### src/rtl/modbus_tx_framer.sv
// modbus_tx_framer: assembles a Modbus RTU response frame (header/echo,
// DPRAM read words, CRC-16) and streams it byte-wise over valid/ready.
// Optional feature macro: MODBUS_TX_DE_EN adds an RS-485 driver-enable
// output held DE_HOLD clocks past the final byte (HOLD state + counter).
module modbus_tx_framer #(
  parameter logic [7:0]  SADDR   = 8'h01,
  parameter logic [15:0] DE_HOLD = 16'd1000
) (
  input  logic        clk_in,
  input  logic        rst_n_in,
  input  logic        handler_done,
  input  logic [7:0]  func_code,
  input  logic [15:0] addr,
  input  logic [15:0] data,
  input  logic [7:0]  tx_quantity,
  input  logic [7:0]  exception_code,
  output logic [7:0]  dpram_raddr,
  input  logic [15:0] dpram_rdata,
  output logic [7:0]  tx_data,
  output logic        tx_valid,
  input  logic        tx_ready,
  output logic        tx_busy,
  output logic        tx_frame_done,
  output logic        tx_de
);

  typedef enum logic [3:0] {
    IDLE, HDR, RD, RDW, DHI, DLO, CRCL, CRCH, DONE
`ifdef MODBUS_TX_DE_EN
    , HOLD
`endif
  } state_t;

  state_t      r_state, w_next;
  logic [7:0]  r_func, r_qty, r_exc, r_k;
  logic [15:0] r_addr, r_data, r_word, r_crc;
  logic [2:0]  r_idx;
  logic        w_hs, w_active, w_hold_act, w_discard, w_accept, w_hdr_last;

  // One full byte of reflected CRC-16 (poly A001), unrolled into one clock.
  function automatic logic [15:0] f_crc(input logic [15:0] c, input logic [7:0] b);
    logic [15:0] r;
    r = c ^ {8'h00, b};
    for (int i = 0; i < 8; i++)
      r = r[0] ? ((r >> 1) ^ 16'hA001) : (r >> 1);
    return r;
  endfunction

  assign w_hs       = tx_valid && tx_ready;
  assign w_active   = r_state inside {HDR, RD, RDW, DHI, DLO, CRCL, CRCH};
  // Normal responses for anything but 03/04/06 produce no frame at all.
  assign w_discard  = (exception_code == 8'h00) &&
                      !(func_code inside {8'h03, 8'h04, 8'h06});
  assign w_accept   = handler_done && !tx_busy && (r_state inside {IDLE, DONE});
  // 06 echoes six header bytes; exceptions and reads carry three.
  assign w_hdr_last = (r_exc == 8'h00 && r_func == 8'h06) ? (r_idx == 3'd5)
                                                          : (r_idx == 3'd2);
  assign tx_valid      = r_state inside {HDR, DHI, DLO, CRCL, CRCH};
  assign tx_frame_done = (r_state == DONE);
  assign dpram_raddr   = r_k;
  assign tx_busy       = w_active || w_hold_act;

`ifdef MODBUS_TX_DE_EN
  logic [15:0] r_hold;
  assign w_hold_act = (r_state inside {DONE, HOLD}) && (r_hold != 16'd0);
  assign tx_de      = tx_busy;

  // Driver-enable hold counter, loaded on the final CRC byte handshake.
  always_ff @(posedge clk_in or negedge rst_n_in)
    if (!rst_n_in)                                  r_hold <= 16'd0;
    else if (r_state == CRCH && w_hs)               r_hold <= DE_HOLD;
    else if (w_hold_act)                            r_hold <= r_hold - 16'd1;
`else
  logic w_unused_de_hold;
  assign w_unused_de_hold = ^DE_HOLD;
  assign w_hold_act       = 1'b0;
  assign tx_de            = 1'b0;
`endif

  // State register.
  always_ff @(posedge clk_in or negedge rst_n_in)
    if (!rst_n_in) r_state <= IDLE;
    else           r_state <= w_next;

  // Next-state logic; byte states advance only on their handshake.
  always_comb begin
    w_next = r_state;
    case (r_state)
      IDLE: if (w_accept && !w_discard) w_next = HDR;
      HDR:  if (w_hs && w_hdr_last)
              w_next = (r_exc != 8'h00 || r_func == 8'h06 || r_qty == 8'h00) ? CRCL : RD;
      RD:   w_next = RDW;
      RDW:  w_next = DHI;
      DHI:  if (w_hs) w_next = DLO;
      DLO:  if (w_hs) w_next = (({1'b0, r_k} + 9'd1) < {1'b0, r_qty}) ? RD : CRCL;
      CRCL: if (w_hs) w_next = CRCH;
      CRCH: if (w_hs) w_next = DONE;
      DONE: begin
        w_next = IDLE;
        if (w_accept && !w_discard) w_next = HDR;
`ifdef MODBUS_TX_DE_EN
        if (r_hold > 16'd1) w_next = HOLD;
`endif
      end
`ifdef MODBUS_TX_DE_EN
      HOLD: if (r_hold <= 16'd1) w_next = IDLE;
`endif
      default: w_next = IDLE;
    endcase
  end

  // Outgoing byte mux; held stable by the registers it reads while stalled.
  always_comb begin
    tx_data = 8'h00;
    case (r_state)
      HDR: case (r_idx)
        3'd0:    tx_data = SADDR;
        3'd1:    tx_data = (r_exc != 8'h00) ? (r_func | 8'h80) : r_func;
        3'd2:    tx_data = (r_exc != 8'h00) ? r_exc :
                           (r_func == 8'h06) ? r_addr[15:8] : {r_qty[6:0], 1'b0};
        3'd3:    tx_data = r_addr[7:0];
        3'd4:    tx_data = r_data[15:8];
        3'd5:    tx_data = r_data[7:0];
        default: tx_data = 8'h00;
      endcase
      DHI:     tx_data = r_word[15:8];
      DLO:     tx_data = r_word[7:0];
      CRCL:    tx_data = r_crc[7:0];
      CRCH:    tx_data = r_crc[15:8];
      default: tx_data = 8'h00;
    endcase
  end

  // Request latch, CRC accumulation, header index and DPRAM word index.
  always_ff @(posedge clk_in or negedge rst_n_in)
    if (!rst_n_in) begin
      r_func <= 8'h00; r_addr <= 16'h0000; r_data <= 16'h0000;
      r_qty  <= 8'h00; r_exc  <= 8'h00;    r_crc  <= 16'hFFFF;
      r_idx  <= 3'd0;  r_k    <= 8'h00;    r_word <= 16'h0000;
    end else begin
      if (w_accept) begin
        r_func <= func_code; r_addr <= addr; r_data <= data;
        r_qty  <= tx_quantity; r_exc <= exception_code;
        r_crc  <= 16'hFFFF; r_idx <= 3'd0; r_k <= 8'h00;
      end
      if (w_hs && (r_state inside {HDR, DHI, DLO})) r_crc <= f_crc(r_crc, tx_data);
      if (w_hs && r_state == HDR) r_idx <= r_idx + 3'd1;
      if (w_hs && r_state == DLO) r_k   <= r_k + 8'd1;
      if (r_state == RDW)         r_word <= dpram_rdata;
    end

endmodule

### config.mk
export PLATFORM = sky130hd
export DESIGN_NAME = modbus_tx_framer
export DESIGN_NICKNAME = d
export VERILOG_FILES = /design/src/rtl/modbus_tx_framer.sv
export SDC_FILE = /design/constraint.sdc
export NUM_CORES = 1
export LEC_CHECK = 0
export ABC_CLOCK_PERIOD_IN_PS = 4100
export CAP_MARGIN = 20
export CORE_ASPECT_RATIO = 0.5
export CORE_UTILIZATION = 40
export CTS_BUF_LIST = sky130_fd_sc_hd__clkbuf_8
export CTS_CLUSTER_SIZE = 8
export DETAILED_ROUTE_END_ITERATION = 10
export PLACE_DENSITY_LB_ADDON = 0.1
export SLEW_MARGIN = 20
export SYNTH_ARGS = -nofsm -noshare
export SYNTH_HDL_FRONTEND = slang
export SYNTH_SLANG_ARGS = --single-unit
### constraint.sdc
create_clock -name clk_in -period 4.1 [get_ports clk_in]
set_clock_uncertainty 0.2 [all_clocks]
set_input_delay 0.615 -clock clk_in [delete_from_list [all_inputs] [get_ports clk_in]]
set_output_delay 0.615 -clock clk_in [all_outputs]
set_load 0.005 [all_outputs]
==> flow_summary.ini, run 1 <==
[run_status]
status = complete, no violations

[synth]
ys_types = 69
synth_top_area_cell = dfrtp_1
synth_top_area_share_pct = 38.8
synth_seq_cells = 103
avgSynthCellArea_um2 = 11.4
synthSimpleGateAreaFrac_pct = 11.9
synth_mux_area_share_pct = 18.9
synth_warnings = 0
synth_compound_gate_area_share_pct = 12.2
synth-main-ff-cell = dfrtp_1
syn-cell-area_um2 = 5620
synth_edf_count = 0
async_flop_share_pct = 100
synth-seq-area-share_pct = 46.3
syn_nets = 580
synthTopCellsByArea = dfrtp_1 (39%), mux2_2 (15%), dfstp_2 (7.5%)
netlist_instances = 491
synthAdderAreaFrac_pct = 2.90
post_synth_xor_area_fraction_pct = 4.84
synth_top_family_by_area = multiplexers

[power_and_ir_drop]
powerDensity_nw_per_um2 = 840
p_clk_share_pct = 12.5
comb_power_share_pct = 52.9
seqPwrFrac_pct = 34.6
ir_worst_vdd_mv = 0.479
switching_share_pct = 38.5
p_int_mw = 3.62
p_leak_nw = 2.88
switching_power_mw = 2.27

[cells_and_area]
antenna_cells = 0
postLayoutCellArea_um2 = 7010
drive_above_1_share_pct = 25.1
final_nets = 669
layout.cells.non_filler = 777
area_growth_pct = 24.8

[setup_path]
endpoint_kind = primary output
start_kind = flop
required_ns = 3.28
r2r_slack_ns = 0.37
worstPathArrival_ns = 3.10
cp_max_fo = 6
crit_type = reg -> out

[run]
max_cap_viol_count = 0

[global_routing]
grt_pass1_wl_um = 23000
grt_pass1_vias = 4023
grt-ovfl-total = 0
antenna_found_initial = 0
grt_start_max_net_pins = 58
grt_usage_pct = 21.1

[clock_network]
clock_path_buffers = 2
clock_sinks = 103
ctsHoldBuffers = 0
htree_levels = 3
clk_latency_ns = 0.38
clockRootBuffer = clkbuf_8
cts_tree = done
cts.clk_slew.worst_paths_ns = 0.10
cts_made_buffers = 9

[routing]
avgRoutedWirePerCell_um = 18.7
vias = 4144
drt_wl_total_um = 14500
first_iter_violations = 433
drt-vias-per-instance = 5.33
drt_drc_violations_left = 0
dr.pass1.iters = 5
antenna_left = 0

[sta]
final_hold_viol_count = 0
drv_slew = 0
finalHoldWorstSlack_ns = 0.0730
setup_tns_ns = 0
rsz0062_at_grt = false
max_freq_mhz = 256
tightest_slew_ns = 0.741
setup_viol = 0
final.min_clock_period_ns = 3.91
finalCritPeriodShare_pct = 95.4
max-slew-margin-rel_pct = 50.6

[place]
gp_congestion = 0.830
dp_hpwl_um = 10900
dpl_cell_area_um2 = 6760
io_buffers = 94
dp_cells = 759

[die]
io_pins = 96
fp.dieW_um = 170
coreArea_um2 = 13600
fp.dieH_um = 85.8
rows = 30
dieArea_um2 = 14500
start_util_pct = 41.2

[min_path]
min_path_type = in -> async
-- cell usage after synthesis (all sizes together) (2+ instances only) --
cell type	count
a2111oi	2
a21oi	13
a221oi	3
a222oi	6
a22o	8
a2bb2oi	3
a311oi	2
and2	6
and3	6
buf	8
clkbuf	19
dfrtp	87
dfstp	16
ha	13
inv	11
mux2	76
mux2i	8
mux4	5
nand2	51
nand2b	3
nand3	10
nor2	22
nor2b	4
nor3	12
nor4	7
nor4b	2
o21a	6
o21ai	37
o22ai	4
o311ai	2
or4	2
xnor2	12
xnor3	2
xor2	9
-- layout make-up --
cell class | count | area (µm²)
clock buffers | 10 | 138
clock inverters | 6 | 92.6
fillers | 1227 | 6620
inverters | 11 | 41.3
multi-input cells | 350 | 2860
flip-flops and latches | 103 | 2600
well taps | 192 | 240
repair buffers | 105 | 1030
-- power groups by stage --
stage	Sequential, mW	Clock [mW]	Combinational, mW
floorplan	1.84	0	2.38
global placement	2.04	0	3.07
detailed placement	2.05	0	3.09
CTS	2.03	0.755	3.11
global route	2.11	0.801	3.39
finish	2.03	0.737	3.11
-- what timing repair did --
action,in CTS,in global routing
resized for setup,0,2
setup endpoints to repair,0,4
hold endpoints to repair,0,0
buffers inserted,0,2
-- path summary, 6_finish.rpt --
| check | start | to | cells after the start |
|---|---|---|---|
| min in group clk_in | r_crc[13]$_DFFE_PN1P_ | r_crc[5]$_DFFE_PN1P_ | 2 |
| worst min-delay path | rst_n_in | r_data[1]$_DFFE_PN0P_ | 1 |
| worst min register to register | r_crc[13]$_DFFE_PN1P_ | r_crc[5]$_DFFE_PN1P_ | 2 |
| max in group asynchronous | rst_n_in | r_crc[7]$_DFFE_PN1P_ | 2 |
| worst max-delay path | r_exc[0]$_DFFE_PN0P_ | tx_data[7] | 7 |
| worst max register to register | r_idx[0]$_DFFE_PN0P_ | r_crc[0]$_DFFE_PN1P_ | 10 |
-- layer usage --
metal | global-route usage (%) | wire (µm) | share of wire [%] | vias to the layer above
met4 | 4.34 | 110 | 0.76 | 0
met3 | 4.06 | 811 | 5.6 | 10
met5 | 0 | 0 | 0 | -
met2 | 28.8 | 5950 | 41 | 123
met1 | 33.8 | 7660 | 53 | 2046
li1 | - | - | - | 1965
-- worst max-delay path, stage by stage (launching register included) --
cell and delay [ns]:
dfrtp_1 0.43, nor4_2 0.42, nand3_1 0.17, buf_4 0.19, nor3_1 0.25, a2111oi_1 0.12
o21ai_0 0.52, clkdlybuf4s50_1 0.62
-- stage by stage --
stage | setup WS, ns | util [%] | total power [mW]
CTS | 0.0160 | 51.3 | 5.90
global route | 0.0242 | 51.4 | 6.29
finish | 0.188 | 51.4 | 5.88
detailed placement | 0.420 | 49.6 | 5.14
global placement | 0.516 | 49.6 | 5.11
floorplan | 0.641 | - | 4.22
-- cells by family (layout without fill, tap and decap cells) --
kind of cell,count (synthesis),after routing
multiplexers,89,89
XOR/XNOR,23,23
flip-flops,103,103
other,1,1
AO/OA/AOI/OAI,95,95
adder cells (fa/ha/maj),13,13
AND/OR/NAND/NOR,129,129
buffers and inverters,38,132
-- layout by cell type (no fill, tap or decap), drive strengths merged, types with 13 or more instances in the layout --
master | Yosys | layout
dfrtp | 87 | 87
clkdlybuf4s50 | 0 | 93
dfstp | 16 | 16
nor2 | 22 | 22
nand2 | 51 | 51
ha | 13 | 13
a21oi | 13 | 13
mux2 | 76 | 76
o21ai | 37 | 37
-- flip-flops by register name (all words and copies together) (netlist names) --
signal / flops
r_word: 16
r_crc: 16
r_exc: 8
r_data: 16
r_state: 4
r_qty: 8
dpram_raddr: 8
r_func: 8
r_idx: 3
r_addr: 16
Power figures use the tool's default switching activity.
==> run 2, diff against run 1 <==
--- a/config.mk
+++ b/config.mk
@@ -12,7 +12,7 @@
 export CTS_BUF_LIST = sky130_fd_sc_hd__clkbuf_8
 export CTS_CLUSTER_SIZE = 8
 export DETAILED_ROUTE_END_ITERATION = 10
-export PLACE_DENSITY_LB_ADDON = 0.1
+export PLACE_DENSITY = 0.61
 export SLEW_MARGIN = 20
 export SYNTH_ARGS = -nofsm -noshare
 export SYNTH_HDL_FRONTEND = slang
==> run 2 against run 1 <==
Compared with the run above: combinational power rose by 1%; critical path type unchanged; cell area fell by 0.88%; via count fell by 1.2%; sequential power barely moved; die area did not move; total power fell by 2.1%; clock-buffer cell count fell by 1; first-iteration DRC count fell by 41%; critical endpoint is now tx_data[5].
==> flow_summary.ini, run 2 (synthesized netlist as in run 1, its figures left out) <==
[run_status]
status = complete, no violations

[setup_path]
endpoint_kind = primary output
cp_max_fo = 10
crit_top_cell = ha_1
required_ns = 3.28
worstPathArrival_ns = 3.04
path_cells = ha_1 -> ha_1 -> o41ai_4 -> o22ai_2 -> a221oi_2 -> nand2_1 -> clkdlybuf4s50_1
critical_path.max_stage_delay_ns = 0.66
regToRegStartpoint = r_idx[0]$_DFFE_PN0P_
ff2ff_path_depth = 10
crit_type = reg -> out
slowest_stage = o41ai_4
r2r_end = r_crc[0]$_DFFE_PN1P_
path_buf_inv = 1
start_kind = flop
crit_family = compound AO/OA/AOI/OAI gates
critPathLaunch = r_idx[0]$_DFFE_PN0P_
r2r_slack_ns = 0.36

[die]
fp.dieH_um = 85.8
dieArea_um2 = 14500
io_pins = 96
coreArea_um2 = 13600
start_util_pct = 41.2
fp.dieW_um = 170
rows = 30

[routing]
vias = 4095
first_iter_violations = 257
antenna_left = 0
dr.pass1.iters = 5
avgRoutedWirePerCell_um = 17.9
drt_wl_total_um = 13900
drt_drc_violations_left = 0
drt-vias-per-instance = 5.28

[sta]
max_freq_mhz = 259
setup_viol = 0
drv_slew = 0
final_hold_viol_count = 0
setup_tns_ns = 0
tightest_slew_ns = 0.912
rsz0062_at_grt = false
max-slew-margin-rel_pct = 39.2
final.min_clock_period_ns = 3.85
finalCritPeriodShare_pct = 94.0

[global_routing]
grt_usage_pct = 20.2
grt_pass1_vias = 4068
grt-ovfl-total = 0
antenna_found_initial = 0
grt_pass1_wl_um = 22400
grt_start_max_net_pins = 72

[power_and_ir_drop]
switching_share_pct = 39.6
p_leak_nw = 2.86
comb_power_share_pct = 54.7
finalPower_mw = 5.76
switching_power_mw = 2.28
seqPwrFrac_pct = 34.8
powerDensity_nw_per_um2 = 830
ir_worst_vdd_mv = 0.506
p_int_mw = 3.48
p_clk_share_pct = 10.4

[clock_network]
cts_tree = done
cts.clk_slew.worst_paths_ns = 0.11
clock_sinks = 103
clockRootBuffer = clkbuf_8
cts_setup_buffers = 0
cts_made_buffers = 9
clock_path_buffers = 2
clk_latency_ns = 0.37
htree_levels = 3

[cells_and_area]
drive_above_1_share_pct = 24.7
fillers = 1231
antenna_cells = 0
layout_commonest_cell = clkdlybuf4s50_1
area_growth_pct = 23.7
final_nets = 668
final_cell_mix = clkdlybuf4s50_1 (93), dfrtp_1 (87), mux2_2 (76)

[place]
io_buffers = 94
dp_hpwl_um = 10500
gp_congestion = 0.853

[run]
max_cap_viol_count = 0

[min_path]
min_path_type = in -> async
-- run 2: changes by cell type in the layout (fill, tap and decap cells not counted) --
| cell | before | now |
|---|---|---|
| inv_6 | 1 | 3 |
| bufinv_16 | 2 | 0 |
| nor2b_2 | 1 | 0 |
| clkinv_4 | 1 | 2 |
| clkbuf_8 | 10 | 9 |
| inv_1 | 11 | 12 |
| nor2b_1 | 3 | 4 |
| clkinvlp_4 | 2 | 1 |
| buf_4 | 11 | 10 |
-- run 2: timing repair --
item	4_1_cts	5_1_grt
hold buffers	0	0
endpoints found under the setup margin	0	1
endpoints found under the hold margin	0	0
resized for setup	0	1
-- run 2: worst max path at each step --
| stage | to | slack (ns) | cells past startpoint |
|---|---|---|---|
| floorplan | r_crc[0]$_DFFE_PN1P_ | 0.64 | 12 |
| global placement | r_crc[0]$_DFFE_PN1P_ | 0.52 | 10 |
| detailed placement | r_crc[0]$_DFFE_PN1P_ | 0.42 | 10 |
| CTS | tx_data[7] | 0.09 | 7 |
| global route | tx_data[5] | 0.07 | 7 |
| finish | tx_data[5] | 0.25 | 7 |
-- run 2: cell type report --
cell class	count	area, µm²	area share (%)
repair buffers	104	1030	14.8
clock buffers	9	124	1.78
well taps	192	240	3.46
inverters	11	41.3	0.594
clock inverters	7	55.1	0.793
multi-input cells	350	2860	41.2
flip-flops and latches	103	2600	37.4
-- run 2: power by group through the flow --
stage | Combinational, mW | Sequential (mW) | Clock, mW
final | 3.15 | 2.01 | 0.602
after global routing | 3.44 | 2.08 | 0.664
after CTS | 3.15 | 2.01 | 0.624
after detailed placement | 3.13 | 2.03 | 0
after global placement | 3.10 | 2.01 | 0
after floorplan | 2.38 | 1.84 | 0
-- run 2: stage by stage --
step	instance area, µm²	hold WS [ns]	instances	utilization [%]	setup slack (ns)
floorplan	5620	0.119	491	-	0.641
detailed placement	6770	0.255	760	49.7	0.416
global placement	6770	0.249	760	49.7	0.516
global route	6950	0.224	776	51.0	0.0668
CTS	6940	0.181	776	51.0	0.0934
finish	6950	0.164	776	51.0	0.246
-- run 2: routing by layer --
metal / wire (µm) / vias to the layer above / GRT usage [%]
met5: 0 / - / 0
met4: 152 / 0 / 4.34
met3: 829 / 11 / 5.45
met2: 5720 / 109 / 28.1
met1: 7160 / 2013 / 31.0
li1: - / 1962 / -
